==> config.mk <==
export PLATFORM = sky130hd
export DESIGN_NAME = multi_rem_sys
export DESIGN_NICKNAME = d
export VERILOG_FILES = /design/src/rtl/multi_rem_sys.sv
export SDC_FILE = /design/constraint.sdc
export NUM_CORES = 1
export LEC_CHECK = 0
export CORE_AREA = 2 2 183 185
export CTS_CLUSTER_DIAMETER = 200
export DETAILED_ROUTE_END_ITERATION = 8
export DIE_AREA = 0 0 185 187
export PLACE_DENSITY = 0.76
export SLEW_MARGIN = 20
export SYNTH_ARGS = -nofsm -noshare
export SYNTH_HDL_FRONTEND = slang
export SYNTH_SLANG_ARGS = --single-unit
==> constraint.sdc <==
create_clock -name clk -period 14.2 [get_ports clk]
set_clock_uncertainty 0.15 [all_clocks]
set_input_delay 2.84 -clock clk [delete_from_list [all_inputs] [get_ports clk]]
set_output_delay 2.84 -clock clk [all_outputs]
set_load 0.01 [all_outputs]
==> src/rtl/multi_rem_sys.sv <==
// Multi-channel reminder timer.
// Each of NCH channels counts down an armed duration (one-shot or periodic),
// raises a sticky notification on expiry, and a fixed-priority encoder reports
// the lowest pending channel.
// Ports:
//   clk, rst                  clock (rising edge), async active-high reset
//   set/set_ch/dur/periodic   arm request: channel, duration, mode
//   cancel/cancel_ch          disarm request
//   ack/ack_ch                acknowledge request
//   busy[NCH]                 channel in WAIT or PEND
//   notif[NCH]                sticky expiry notification
//   missed[NCH]               periodic expiry while notif still pending
//   irq                       one-cycle pulse after any notif bit rises
//   alert_valid, alert_ch     |notif and lowest pending channel index
module multi_rem_sys #(
  parameter int unsigned NCH = 4,
  parameter int unsigned CW  = 32,
  localparam int unsigned IDW = $clog2(NCH)
) (
  input  logic           clk,
  input  logic           rst,
  input  logic           set,
  input  logic [IDW-1:0] set_ch,
  input  logic [CW-1:0]  dur,
  input  logic           periodic,
  input  logic           cancel,
  input  logic [IDW-1:0] cancel_ch,
  input  logic           ack,
  input  logic [IDW-1:0] ack_ch,
  output logic [NCH-1:0] busy,
  output logic [NCH-1:0] notif,
  output logic [NCH-1:0] missed,
  output logic           irq,
  output logic           alert_valid,
  output logic [IDW-1:0] alert_ch
);

  typedef enum logic [1:0] {
    ST_IDLE = 2'd0,
    ST_WAIT = 2'd1,
    ST_PEND = 2'd2
  } state_t;

  state_t         r_state     [NCH];
  state_t         w_state_nxt [NCH];
  logic [CW-1:0]  r_cnt       [NCH];
  logic [CW-1:0]  w_cnt_nxt   [NCH];
  logic [CW-1:0]  r_rld       [NCH];
  logic [CW-1:0]  w_rld_nxt   [NCH];
  logic [NCH-1:0] r_mode, w_mode_nxt;
  logic [NCH-1:0] r_notif, w_notif_nxt;
  logic [NCH-1:0] r_missed, w_missed_nxt;
  logic [NCH-1:0] r_busy, w_busy_nxt;
  logic           r_irq, w_irq_nxt;
  logic [NCH-1:0] w_cancel_hit, w_set_hit, w_ack_hit, w_expire;
  logic           w_dur_ok;

  assign w_dur_ok = (dur != '0);

  // Per-channel request decode; indices >= NCH match no channel and are dropped.
  always_comb begin
    w_cancel_hit = '0;
    w_set_hit    = '0;
    w_ack_hit    = '0;
    w_expire     = '0;
    for (int i = 0; i < NCH; i++) begin
      w_cancel_hit[i] = cancel && (cancel_ch == IDW'(i));
      w_set_hit[i]    = set && w_dur_ok && (set_ch == IDW'(i));
      w_ack_hit[i]    = ack && (ack_ch == IDW'(i));
      w_expire[i]     = (r_state[i] == ST_WAIT) && (r_cnt[i] == CW'(1));
    end
  end

  // Next-state and output logic; priority cancel > set > ack/expiry.
  always_comb begin
    w_mode_nxt   = r_mode;
    w_notif_nxt  = r_notif;
    w_missed_nxt = r_missed;
    w_busy_nxt   = '0;
    for (int i = 0; i < NCH; i++) begin
      w_state_nxt[i] = r_state[i];
      w_cnt_nxt[i]   = r_cnt[i];
      w_rld_nxt[i]   = r_rld[i];
      if (w_cancel_hit[i]) begin
        w_state_nxt[i]  = ST_IDLE;
        w_cnt_nxt[i]    = '0;
        w_notif_nxt[i]  = 1'b0;
        w_missed_nxt[i] = 1'b0;
      end else if (w_set_hit[i]) begin
        w_state_nxt[i]  = ST_WAIT;
        w_cnt_nxt[i]    = dur;
        w_rld_nxt[i]    = dur;
        w_mode_nxt[i]   = periodic;
        w_notif_nxt[i]  = 1'b0;
        w_missed_nxt[i] = 1'b0;
      end else begin
        case (r_state[i])
          ST_WAIT: begin
            if (w_expire[i]) begin
              // Expiry wins over a same-cycle ack: notif stays set.
              w_notif_nxt[i] = 1'b1;
              if (r_mode[i]) begin
                w_cnt_nxt[i] = r_rld[i];
                if (w_ack_hit[i])
                  w_missed_nxt[i] = 1'b0;
                else if (r_notif[i])
                  w_missed_nxt[i] = 1'b1;
              end else begin
                w_state_nxt[i] = ST_PEND;
              end
            end else begin
              if (r_cnt[i] > CW'(1))
                w_cnt_nxt[i] = r_cnt[i] - CW'(1);
              if (w_ack_hit[i]) begin
                w_notif_nxt[i]  = 1'b0;
                w_missed_nxt[i] = 1'b0;
              end
            end
          end
          ST_PEND: begin
            if (w_ack_hit[i]) begin
              w_state_nxt[i]  = ST_IDLE;
              w_notif_nxt[i]  = 1'b0;
              w_missed_nxt[i] = 1'b0;
            end
          end
          default: ;
        endcase
      end
      w_busy_nxt[i] = (w_state_nxt[i] != ST_IDLE);
    end
    w_irq_nxt = |(w_notif_nxt & ~r_notif);
  end

  // State and output registers.
  always_ff @(posedge clk or posedge rst) begin
    if (rst) begin
      for (int i = 0; i < NCH; i++) begin
        r_state[i] <= ST_IDLE;
        r_cnt[i]   <= '0;
        r_rld[i]   <= '0;
      end
      r_mode   <= '0;
      r_notif  <= '0;
      r_missed <= '0;
      r_busy   <= '0;
      r_irq    <= 1'b0;
    end else begin
      for (int i = 0; i < NCH; i++) begin
        r_state[i] <= w_state_nxt[i];
        r_cnt[i]   <= w_cnt_nxt[i];
        r_rld[i]   <= w_rld_nxt[i];
      end
      r_mode   <= w_mode_nxt;
      r_notif  <= w_notif_nxt;
      r_missed <= w_missed_nxt;
      r_busy   <= w_busy_nxt;
      r_irq    <= w_irq_nxt;
    end
  end

  // Lowest pending channel wins.
  always_comb begin
    alert_ch = '0;
    for (int i = NCH - 1; i >= 0; i--) begin
      if (r_notif[i])
        alert_ch = IDW'(i);
    end
  end

  assign alert_valid = |r_notif;
  assign busy        = r_busy;
  assign notif       = r_notif;
  assign missed      = r_missed;
  assign irq         = r_irq;

endmodule

== Yosys cells after proc, flatten, opt, wreduce, memory -nomap -nowiden ==
Cells that the tools add are included.

* Logic and storage cells: 225
* Output and inout port bits: 16
* Register bits after elaboration: 281
* ROM bits: 0
* Latch bits: 0
* Memories: 0
* Memory bits (writable): 0
* Bits of input ports: 44

* $lt $le $gt $ge: 4
* Multiplexer cells: 104
* Shift-type cells: 0
* Reductions and logical operators: 51
* Bitwise gates (word level): 6
* Multiply operators: 0
* Add/subtract/negate cells: 4
* Divide/modulo/power cells: 0
* Eq/ne operators: 33

{| class="wikitable"
|+ Operators by type and width
! cell !! count
|-
| 2-to-1 mux 32 bit || 24
|-
| equality test 32 x 1 -> 1 bit (second input constant) || 4
|-
| > comparator 32 x 1 -> 1 bit (second input constant) || 4
|-
| subtractor 32 x 1 -> 32 bit (second input constant) || 4
|-
| 2-to-1 mux 2 bit || 24
|-
| 2-to-1 mux 1 bit || 44
|-
| nonzero test 32 bit || 1
|-
| nonzero test 4 bit || 8
|-
| inequality test 6 bit (second input constant) || 4
|-
| AND reduction 3 bit || 8
|-
| equality test 2 bit (second input constant) || 10
|-
| inequality test 5 bit (second input constant) || 4
|-
| logical AND 1 bit || 17
|-
| inequality test 4 bit (second input constant) || 4
|-
| one-hot mux 1 bit (2 select lines) || 8
|-
| one-hot mux 2 bit (2 select lines) || 4
|-
| equality test 2 x 1 -> 1 bit (second input constant) || 7
|-
| nonzero test 3 bit || 4
|-
| AND reduction 2 bit || 4
|-
| nonzero test 2 bit || 4
|-
| OR reduction 4 bit || 2
|-
| zero test 2 bit || 3
|-
| bitwise AND 4 bit || 1
|-
| inverter 1 bit || 4
|-
| inverter 4 bit || 1
|}

== Longest topological paths before layout ==
* Word-level depth: 9
* Mapped depth: 12

== Worst setup path after synthesis ==
OpenSTA, ideal clock, no wires.

* Path type: in2reg
* From: input dur[28]
* To: register r_irq, in the netlist irq
* Arrival: 4669 ps
* Cell stages on the path: 7
* Required time: 13946 ps
* Slack: 9277 ps
* Cells stage by stage: clkbuf_1 nor4_1 nand4_1 o2111ai_1 nand2_1 or4_1 o311ai_1

* Cells in the longest elaborated chain, start to end: 7
* Elaborated cells between the ends (all ways): 16
* Classes of those cells: mux (8); bitwise (1); reduce/logical (7)

{| class="wikitable"
|+ RTL lines
! element !! RTL line !! source
|-
| from (decl) || 24 || <nowiki>input logic [CW-1:0] dur,</nowiki>
|-
| nonzero test 32 bit * || 58 || <nowiki>assign w_dur_ok = (dur != '0);</nowiki>
|-
| logical AND 1 bit * || 68 || <nowiki>w_set_hit[i] = set && w_dur_ok && (set_ch == IDW'(i));</nowiki>
|-
| logical AND 1 bit || 68 ||
|-
| 2-to-1 mux 1 bit || 89 || <nowiki>end else if (w_set_hit[i]) begin</nowiki>
|-
| 2-to-1 mux 1 bit || 84 || <nowiki>if (w_cancel_hit[i]) begin</nowiki>
|-
| bitwise AND 4 bit * || 132 || <nowiki>w_irq_nxt = |(w_notif_nxt & ~r_notif);</nowiki>
|-
| OR reduction 4 bit * || 132 ||
|-
| via w_irq_nxt || 54 || <nowiki>logic r_irq, w_irq_nxt;</nowiki>
|-
| to (signal assigned) || 158 || <nowiki>r_irq <= w_irq_nxt;</nowiki>
|-
| to (decl) || 54 ||
|}

Mark *: on every way through the listed nets, which the timed path passes. The rest lies on a longest branch.
A chain may end at the register's enable or synchronous reset.

== Worst setup path after layout ==
* From: input dur[15]
* To: register r_cnt[54] (netlist name)

* Cells in the longest elaborated chain, start to end: 5
* Elaborated cells between the ends (all ways): 9
* Classes of those cells: eq/ne (1); mux (2); reduce/logical (6)

{| class="wikitable"
|+ RTL lines
! element !! RTL line !! source
|-
| nonzero test 32 bit * || 58 ||
|-
| logical AND 1 bit * (2 in a row) || 68 ||
|-
| inequality test 4 bit (no source line) (tied with other cells) || - ||
|-
| AND reduction 3 bit (no source line) / 2-to-1 mux 32 bit (equally long branches) || - ||
|-
| to (signal, indexed assignment) || 151 || <nowiki>r_cnt[i] <= w_cnt_nxt[i];</nowiki>
|-
| to (decl) || 46 || <nowiki>logic [CW-1:0] r_cnt [NCH];</nowiki>
|}

Every way passes the cells marked *; elsewhere a longest branch is shown, timed or not.

==> flow_summary.toml <==
[yosys]
yosys.area.top_type = "dfrtp_1"
syn_nets = 1955
yosysUniqueCellTypes = 76
synth_cells = 1895
synth.avg_cell_area_um2 = 8.52
synth_area_leaders = "dfrtp_1 (44%), nand2_1 (8.4%), o21ai_0 (4.5%)"
synthArstFlopShare_pct = 100
synth_edf_count = 0
netlist_top_cells_count = "nand2_1 (361), dfrtp_1 (281), o21ai_0 (145)"
synth-seq-area-share_pct = 43.6
synth.most_common_cell = "nand2_1"
yosysTopAreaCellShare_pct = 43.6
yosys_most_used_dff = "dfrtp_1"
yosys_register_bits = 281
syn-cell-area_um2 = 16100
yosysWarnings = 0

[routing]
drc = 0
routed_wl_um = 52600
vias_per_cell = 6.54
ant_nets = 0
first_iter_violations = 1839
firstDrtPassIters = 6
routedWlPerCell_um = 22.2
num_vias = 15500

[cts]
cts_tree = "built"
cts_root_buf = "clkbuf_16"
clockBufferDepth = 3
post_cts_buffers = 0
insertion_delay_ns = 0.54
clk_pin_slew_ns = 0.06
cts_hold_buf = 0
ctsResizeCount = 0
cts_inserted_buffers = 34
htreeDepth = 2
clock_sinks = 281

[timing]
period_share_pct = 42.2
slew_headroom_pct = 21.5
setup_viol = 0
worstMarginPinSlew_ns = 1.17
finalSetupTns_ns = 0
rsz0062_at_grt = "no"
whs_ns = 0.321
final.setup.worst_slack_ns = 8.20
max_freq_ghz = 0.167
slew_violations = 0
fin_crit_ns = 6.00
hold_viol = 0

[floorplanning]
die_x_um = 185
coreArea_um2 = 32900
rows = 67
ios = 60
dieArea_um2 = 34600
die_y_um = 187
initial_core_util_pct = 49.1

[place]
post-place-ws_ns = 7.82
place_hpwl_um = 34900
dp_cells = 2305
placed_cell_area_um2 = 17000
io_buffers = 59
place_congestion = 0.943

[global_route]
grt_pass1_vias = 14900
grt_pass1_wl_um = 83200
grt_use_total_pct = 30.5
grt-ovfl-total = 0
grt.met2_usage_pct = 46.4
grtUsageMet1_pct = 41.7
grt_use_met3_pct = 6.17
grt_max_degree = 128
grt_busiest_layer = "met2"
antenna_found_initial = 0

[worst_setup_path]
critPathLaunchType = "input port"
cp-end-kind = "register"
reg2reg_slack_ns = 10.21
max_stage_delay_ns = 0.75
path_delay_family = "simple AND/OR/NAND/NOR gates"
critPathArrivalTime_ns = 6.27
cp_max_fo = 25
cp_slowest_cell = "clkdlybuf4s50_1"
crit_type = "input port to register"
crit_chain = "clkdlybuf4s50_1 -> nor4_1 -> nand4_1 -> o21ai_2 -> buf_4 -> nand2_1 -> a211o_1 -> a31oi_1"
required_ns = 14.47
path_buf_inv = 2

[power_and_ir_drop]
finalPower_mw = 3.06
power_leakage_nw = 7.71
power.density_nw_per_um2 = 169
peakVddDrop_uv = 109

[layout]
design_area_um2 = 18200
finalNonFillerCells = 2364
nets = 1953
layout-drive-gt1-share_pct = 8.04
areaGrowthSynthToFinish_pct = 12.5
antenna_cells = 0
finish.utilization_pct = 55.3

[run]
drv_cap = 0

[run_status]
status = "complete, no violations"

[hold_path]
hold_class = "register to register"
## power breakdown
part / total (mW) / switching (mW) / internal, mW
Sequential: 1.23 / 0.229 / 1.00
Combinational: 0.956 / 0.559 / 0.397
Clock: 0.877 / 0.355 / 0.522
Total: 3.06 / 1.14 / 1.92
## kinds of logic (layout without fill, tap and decap cells)
family,Yosys count,after routing,synth area share (%)
buffers and inverters,170,191,4.41
flip-flops,281,281,43.6
adder cells (fa/ha/maj),16,16,1.24
AND/OR/NAND/NOR,782,782,22.9
AO/OA/AOI/OAI,547,547,21.9
multiplexers,50,50,3.35
XOR/XNOR,49,49,2.66
## registers in the layout, summed over array words and instances, names as in the netlist
register / flops
busy: 4
notif: 4
r_state: 8
missed: 4
r_cnt: 128
r_mode: 4
irq: 1
r_rld: 128
## worst paths after layout
check,from,endpoint,depth (start not counted)
min in group asynchronous,rst,r_rld[81],2
min reg2reg,r_rld[26],r_rld[26],2
min,r_rld[26],r_rld[26],2
max in group asynchronous,rst,r_state[3],3
max reg2reg,r_cnt[39],r_cnt[45],7
max,dur[15],r_cnt[54],8
## area by class of cell
class	instances	area [µm²]
multi-input cells	1444	8490
inverters	47	184
well taps	448	561
clock buffers	51	1040
fillers	2994	14700
flip-flops and latches	281	7030
clock inverters	8	76.3
repair buffers	85	790
## layout by cell type (no fill, tap or decap), types with 35 or more instances in the layout
master             n
inv_1             46
nand3_1           44
nor4_1            52
clkbuf_16         35
o21ai_0          145
a21oi_1          131
nor3_1            59
nor2_1           114
nand2_1          360
dfrtp_1          281
clkdlybuf4s50_1   59
## per-layer routing
layer	share of wire [%]	up-vias
met2	45	901
met4	4.6	0
met1	41	7484
met5	0	-
li1	-	6893
met3	10	179
## tightest hold or removal path, stage by stage, from the launching register on
cell and delay, ns:
dfrtp_1 0.33, nand2_1 0.05, nand2_1 0.06
(Power assumes the default switching activity.)
